### src/rtl/cpu_mem_pkg.sv
// Types and defaults shared by the memory responder and the pipeline's
// hazard/stall logic.
package cpu_mem_pkg;

    localparam int ADDR_W_DEF   = 16;
    localparam int DATA_W_DEF   = 16;
    localparam int MAX_WAIT_DEF = 15;
    localparam int CNT_W        = 8;

    typedef enum logic [2:0] {
        ST_IDLE   = 3'd0,
        ST_D_WAIT = 3'd1,
        ST_D_RESP = 3'd2,
        ST_I_WAIT = 3'd3,
        ST_I_RESP = 3'd4
    } mem_state_e;

endpackage

### src/rtl/mem_wait_cnt.sv
// Wait-cycle counter bounding one memory access; term flags MAX_WAIT cycles
// elapsed since the last clear.
module mem_wait_cnt
    import cpu_mem_pkg::*;
#(
    parameter int MAX_WAIT = MAX_WAIT_DEF
) (
    input  logic clk,
    input  logic rst,
    input  logic clr,
    input  logic en,
    output logic term
);

    localparam logic [CNT_W-1:0] TERM_VAL = CNT_W'(MAX_WAIT);

    logic [CNT_W-1:0] cnt_q;
    logic [CNT_W-1:0] cnt_d;

    // Saturating next-count so a stuck access cannot wrap past the terminal value.
    always_comb begin
        cnt_d = cnt_q;
        if (clr) begin
            cnt_d = '0;
        end else if (en && (cnt_q != TERM_VAL)) begin
            cnt_d = cnt_q + 8'd1;
        end else begin
            cnt_d = cnt_q;
        end
    end

    // Count register.
    always_ff @(posedge clk) begin
        if (rst) begin
            cnt_q <= '0;
        end else begin
            cnt_q <= cnt_d;
        end
    end

    assign term = (cnt_q == TERM_VAL);

endmodule

### src/rtl/mem_resp_ctrl.sv
// Arbitrates CPU fetch and load/store requests onto one multi-cycle memory;
// data wins, and each port is stalled until its word comes back.
module mem_resp_ctrl
    import cpu_mem_pkg::*;
#(
    parameter int ADDR_W   = ADDR_W_DEF,
    parameter int DATA_W   = DATA_W_DEF,
    parameter int MAX_WAIT = MAX_WAIT_DEF
) (
    input  logic              clk,
    input  logic              rst,
    input  logic              if_req,
    input  logic [ADDR_W-1:0] if_addr,
    output logic [DATA_W-1:0] if_data,
    output logic              if_ack,
    output logic              if_stall,
    input  logic              d_rd,
    input  logic              d_wr,
    input  logic [ADDR_W-1:0] d_addr,
    input  logic [DATA_W-1:0] d_wdata,
    output logic [DATA_W-1:0] d_rdata,
    output logic              d_ack,
    output logic              d_stall,
    output logic              mem_en,
    output logic              mem_wr,
    output logic [ADDR_W-1:0] mem_addr,
    output logic [DATA_W-1:0] mem_wdata,
    input  logic [DATA_W-1:0] mem_rdata,
    input  logic              mem_valid,
    output logic              err
);

    mem_state_e        state_q, state_d;
    logic              mem_en_q, mem_en_d, mem_wr_q, mem_wr_d;
    logic [ADDR_W-1:0] mem_addr_q, mem_addr_d;
    logic [DATA_W-1:0] mem_wdata_q, mem_wdata_d;
    logic [DATA_W-1:0] if_data_q, if_data_d, d_rdata_q, d_rdata_d;
    logic              if_ack_q, if_ack_d, d_ack_q, d_ack_d, err_q, err_d;
    logic              cur_wr_q, cur_wr_d;
    logic              d_req_s, launch_d_s, launch_i_s, cnt_en_s, term_s;

    assign d_req_s = d_rd | d_wr;

    mem_wait_cnt #(.MAX_WAIT(MAX_WAIT)) u_wait_cnt (
        .clk  (clk),
        .rst  (rst),
        .clr  (launch_d_s | launch_i_s),
        .en   (cnt_en_s),
        .term (term_s)
    );

    // Arbitration, next state, and completion/hold-register updates.
    always_comb begin
        state_d    = state_q;
        launch_d_s = 1'b0;
        launch_i_s = 1'b0;
        cnt_en_s   = 1'b0;
        d_ack_d    = 1'b0;
        if_ack_d   = 1'b0;
        err_d      = 1'b0;
        d_rdata_d  = d_rdata_q;
        if_data_d  = if_data_q;
        case (state_q)
            ST_IDLE: begin
                if (d_req_s) begin
                    launch_d_s = 1'b1;
                end else if (if_req) begin
                    launch_i_s = 1'b1;
                end else begin
                    state_d = ST_IDLE;
                end
            end
            ST_D_WAIT: begin
                cnt_en_s = 1'b1;
                if (mem_valid) begin
                    // A store completion leaves the load data untouched.
                    d_rdata_d = cur_wr_q ? d_rdata_q : mem_rdata;
                    d_ack_d   = 1'b1;
                    state_d   = ST_D_RESP;
                end else if (term_s) begin
                    d_rdata_d = cur_wr_q ? d_rdata_q : '0;
                    d_ack_d   = 1'b1;
                    err_d     = 1'b1;
                    state_d   = ST_D_RESP;
                end else begin
                    state_d = ST_D_WAIT;
                end
            end
            ST_I_WAIT: begin
                cnt_en_s = 1'b1;
                if (mem_valid) begin
                    if_data_d = mem_rdata;
                    if_ack_d  = 1'b1;
                    state_d   = ST_I_RESP;
                end else if (term_s) begin
                    if_data_d = '0;
                    if_ack_d  = 1'b1;
                    err_d     = 1'b1;
                    state_d   = ST_I_RESP;
                end else begin
                    state_d = ST_I_WAIT;
                end
            end
            ST_D_RESP: begin
                // The port just served may not relaunch while the other waits.
                if (if_req) begin
                    launch_i_s = 1'b1;
                end else begin
                    state_d = ST_IDLE;
                end
            end
            ST_I_RESP: begin
                if (d_req_s) begin
                    launch_d_s = 1'b1;
                end else begin
                    state_d = ST_IDLE;
                end
            end
            default: begin
                state_d = ST_IDLE;
            end
        endcase
        if (launch_d_s) begin
            state_d = ST_D_WAIT;
        end else if (launch_i_s) begin
            state_d = ST_I_WAIT;
        end else begin
            state_d = state_d;
        end
    end

    // Launch registers feeding the memory strobe, address and write data.
    always_comb begin
        mem_en_d    = launch_d_s | launch_i_s;
        mem_wr_d    = launch_d_s & d_wr;
        mem_addr_d  = mem_addr_q;
        mem_wdata_d = mem_wdata_q;
        cur_wr_d    = cur_wr_q;
        if (launch_d_s) begin
            mem_addr_d  = d_addr;
            mem_wdata_d = d_wdata;
            cur_wr_d    = d_wr;
        end else if (launch_i_s) begin
            mem_addr_d = if_addr;
            cur_wr_d   = 1'b0;
        end else begin
            cur_wr_d = cur_wr_q;
        end
    end

    // State and registered outputs.
    always_ff @(posedge clk) begin
        if (rst) begin
            state_q     <= ST_IDLE;
            mem_en_q    <= 1'b0;
            mem_wr_q    <= 1'b0;
            mem_addr_q  <= '0;
            mem_wdata_q <= '0;
            if_data_q   <= '0;
            d_rdata_q   <= '0;
            if_ack_q    <= 1'b0;
            d_ack_q     <= 1'b0;
            err_q       <= 1'b0;
            cur_wr_q    <= 1'b0;
        end else begin
            state_q     <= state_d;
            mem_en_q    <= mem_en_d;
            mem_wr_q    <= mem_wr_d;
            mem_addr_q  <= mem_addr_d;
            mem_wdata_q <= mem_wdata_d;
            if_data_q   <= if_data_d;
            d_rdata_q   <= d_rdata_d;
            if_ack_q    <= if_ack_d;
            d_ack_q     <= d_ack_d;
            err_q       <= err_d;
            cur_wr_q    <= cur_wr_d;
        end
    end

    assign d_stall   = d_req_s & (state_q != ST_D_RESP);
    assign if_stall  = if_req & (state_q != ST_I_RESP);
    assign mem_en    = mem_en_q;
    assign mem_wr    = mem_wr_q;
    assign mem_addr  = mem_addr_q;
    assign mem_wdata = mem_wdata_q;
    assign if_data   = if_data_q;
    assign d_rdata   = d_rdata_q;
    assign if_ack    = if_ack_q;
    assign d_ack     = d_ack_q;
    assign err       = err_q;

endmodule

### config.mk
export PLATFORM = sky130hd
export DESIGN_NAME = mem_resp_ctrl
export DESIGN_NICKNAME = d
export VERILOG_FILES = /design/src/rtl/cpu_mem_pkg.sv /design/src/rtl/mem_wait_cnt.sv /design/src/rtl/mem_resp_ctrl.sv
export SDC_FILE = /design/constraint.sdc
export NUM_CORES = 1
export LEC_CHECK = 0
export CAP_MARGIN = 20
export CORE_UTILIZATION = 40
export DETAILED_ROUTE_END_ITERATION = 16
export GPL_ROUTABILITY_DRIVEN = 0
export PLACE_DENSITY = 0.74
export SLEW_MARGIN = 10
export SYNTH_ARGS = -nofsm -noshare
export SYNTH_HDL_FRONTEND = slang
export SYNTH_SLANG_ARGS = --single-unit
### constraint.sdc
create_clock -name clk -period 4.3 [get_ports clk]
set_clock_uncertainty 0.2 [all_clocks]
set_input_delay 1.29 -clock clk [delete_from_list [all_inputs] [get_ports clk]]
set_output_delay 1.29 -clock clk [all_outputs]
set_load 0.1 [all_outputs]
==> summary.md <==
| Metric | Value |
|---|---|
| Setup TNS | `0 ns` |
| Worst hold path depth | `2` |
| Buf/Inv on CP | `2` |
| Clk Latency, worst-skew pair | `0.35 ns` |
| Number of remaining DRC errors | `0` |
| Hold Startpoint | `cur_wr_q$_SDFFE_PP0P_` |
| Syn Inst Count | `approximately 340` |
| # setup viols final | `0` |
| Antenna fix cells | `0` |
| Max clock buf depth | `2` |
| First-pass GRT wire length | `14400 µm` |
| Run status | `finished clean` |
| Critical Path, Cell by Cell | `clkdlybuf4s50_1 > nor2_1 > a21oi_1 > buf_12` |
| Flops & latches, synth | `81` |
| Critical path's top delay family | `buffers and inverters` |
| Slew headroom | `32.4%` |
| Largest net degree at the start of global routing | `between 40 and 50` |
| Clock period minus worst slack | `3.90 ns` |
| Setup ws final | `about 0.40 ns` |
| RSZ-0062 raised after global routing | `false` |
| Actual slew at the worst max-slew pin | `1.01 ns` |
| I/O pin count | `141` |
| Req. time, crit path | `approximately 2.8 ns` |
| CP endpoint kind | `primary output` |
| Die ar. | `around 8300 µm²` |
| Iter 0 DRT Violations | `119` |
| Initial core utilization | `between 40% and 50%` |
| Hold EP | `cur_wr_q$_SDFFE_PP0P_` |
| Pre-antenna DRT Iters | `4` |
| Min-delay worst type | `reg2reg` |
| Pre-CTS setup slack | `0.403 ns` |
| Critical path origin | `d_wr` |
| Vias in the first global route | `2960` |
| H-tree levels | `3` |
| Reg-to-reg endpoint | `d_rdata[1]$_SDFFE_PP0P_` |
| Critical path fanouts, max | `3` |
| Hold slack | `approximately 0.26 ns` |
| Pwr Total | `2.10 mW` |
| # fillers | `660` |
| Count of cell types in the netlist | `45` |
| HPWL Detailed | `6010 µm` |
| GRT Total Usage | `21.8%` |
| Leak | `1.79 nW` |
| Drt total wl | `8630 µm` |
| Synthesized Nets | `408` |
| Dpl cells | `roughly 560` |
| Clk sinks | `81` |
| Post-CTS Setup Inserts | `0` |
| Final nets | `539` |
| Critical Path Start Type | `input port` |
| VDD IR max | `244 µV` |
| Die Y-Extent | `91.2 µm` |
| Highest cell delay on the worst timing path | `roughly 0.55 ns` |
| CTS resizes | `0` |
| R2r worst-path depth | `4` |
| I/O Buffers | `140` |
| Via count | `2966` |
| CTS tree | `done` |
| CP Class | `in2out` |
| YS warnings | `0` |
| Post-synth EDFFs | `0` |
| RR Startpoint | `state_q[1]$_SDFFE_PP0P_` |
| Post-synth ARST share | `0%` |
| Pins Over Slew Limit | `0` |
| Cell Count, Final, Fillers Out | `between 500 and 600` |
| F_max | `256 MHz` |
| Mean post-synth cell area | `9.45 µm²` |
| Slowest-stage cell, CP | `clkdlybuf4s50_1` |
| MaxCap Viol Count | `0` |
| Num CTS Buffers | `9` |
| Pwr dens | `around 440 nW/µm²` |
| Hold_buf cts | `0` |
| Area Growth Syn to Fin | `51.7%` |
| Synth Cell Area | `between 3000 and 4000 µm²` |
| Clock transition at path regs | `0.08 ns` |
| Share of layout cells above drive strength 1 | `9.09%` |
| GR Overflow Total | `0` |
| WP data arrival | `between 2 and 2.5 ns` |
| Final hold vios | `0` |
| WL/cell | `~15 µm` |
| Reg2Reg Setup Slack | `2.17 ns` |
| Final ANT Viol Nets | `0` |
| Initial antenna violation count | `0` |
| Die Wd | `91.2 µm` |
| CTS Root Buffer Type | `clkbuf_8` |
| Final worst-path cycle share | `90.8%` |
| Register area share after synthesis | `about half` |
| Vias per cell | `5.16` |
| Ys flop type | `dfxtp_1` |
| Site row count | `32` |
| Core Footprint | `7730 µm²` |
## metal layers
| metal | GRT usage, % | vias up | share of wire, % | routed length [µm] |
|---|---|---|---|---|
| met5 | 0 | - | 0 | 0 |
| met4 | 9.52 | 0 | 2.1 | 181 |
| met3 | 7.20 | 15 | 7.7 | 661 |
| met2 | 33.5 | 103 | 44 | 3830 |
| met1 | 28.0 | 1393 | 46 | 3960 |
| li1 | - | 1455 | - | - |
## flip-flops by register name, summed over array words and instances, names as in the netlist
register / cells
if_ack: 1
mem_wr: 1
d_ack: 1
state_q: 3
cur_wr_q: 1
u_wait_cnt.cnt_q: 8
err: 1
mem_wdata: 16
mem_en: 1
mem_addr: 16
d_rdata: 16
if_data: 16
## through the flow
step / util (%) / area (µm²)
after floorplan: - / 3180
after global placement: 60.1 / 4640
after detailed placement: 60.1 / 4640
after CTS: 62.5 / 4830
after global routing: 62.5 / 4830
final: 62.5 / 4830
## area by class of cell
class	instances	area, µm²	share of cell area, %
well taps	102	128	2.64
inverters	3	11.3	0.233
repair buffers	146	1460	30.2
clock buffers	10	138	2.85
multi-input cells	227	1420	29.4
clock inverters	6	51.3	1.06
flip-flops and latches	81	1620	33.6
## kinds of logic after synthesis
family / share of synthesized area, %
AND/OR/NAND/NOR: 15.4
adder cells (fa/ha/maj): 0.393
multiplexers: 5.66
flip-flops: 50.9
buffers and inverters: 4.95
AO/OA/AOI/OAI: 21.3
XOR/XNOR: 1.38
## cells in the final DEF, fill, tap and decap left out, drive strengths merged, types with 3 or more instances in the layout
cell type      count
a22o              16
nand2             51
o31ai             16
nand4              3
a21oi             35
clkinvlp           3
and3               3
clkdlybuf4s50    137
buf                9
xor2               5
dfxtp             81
inv                5
clkbuf            10
mux2i             18
nor3               5
nor2              31
a211oi            18
o21ai              5
## Yosys cell counts, types with 2 or more instances
cell / n / area (µm²)
a21oi_1: 34 / 170
o31ai_1: 16 / 120
xor2_1: 5 / 43.8
a211oi_1: 17 / 128
dfxtp_1: 81 / 1620
buf_6: 4 / 45.0
mux2i_1: 18 / 180
and3_1: 2 / 12.5
nor3_1: 4 / 20.0
a22o_2: 6 / 60.1
nor2_1: 30 / 113
clkbuf_1: 9 / 33.8
buf_1: 2 / 7.51
o21ai_0: 4 / 20.0
inv_1: 3 / 11.3
a22o_1: 10 / 87.6
nand2_1: 51 / 191
or3_1: 2 / 12.5
buf_2: 9 / 45.0
buf_4: 2 / 15.0
nand3_1: 2 / 10.0
nand4_1: 3 / 18.8
## how the worst max path moves through the flow
stage          cells past startpoint       to  slack, ns
2_1_floorplan                      2  d_stall      0.002
3_3_place_gp                       4  d_stall       0.47
3_5_place_dp                       4  d_stall       0.40
4_1_cts                            4  d_stall       0.39
5_1_grt                            4  d_stall       0.36
6_report                           4  d_stall       0.40
## where the power goes
group,switching [mW],internal (mW)
logic,0.529,0.204
registers,0.0332,0.804
clock network,0.301,0.232
total,0.863,1.24
## worst reg2reg max path, stage by stage, from the launching register on
cell and delay [ns]:
dfxtp_1 0.42, or2_1 0.52, nor2_2 0.63, nand2_1 0.14, a21oi_1 0.16
No activity file was read; power rests on OpenSTA's default activity.
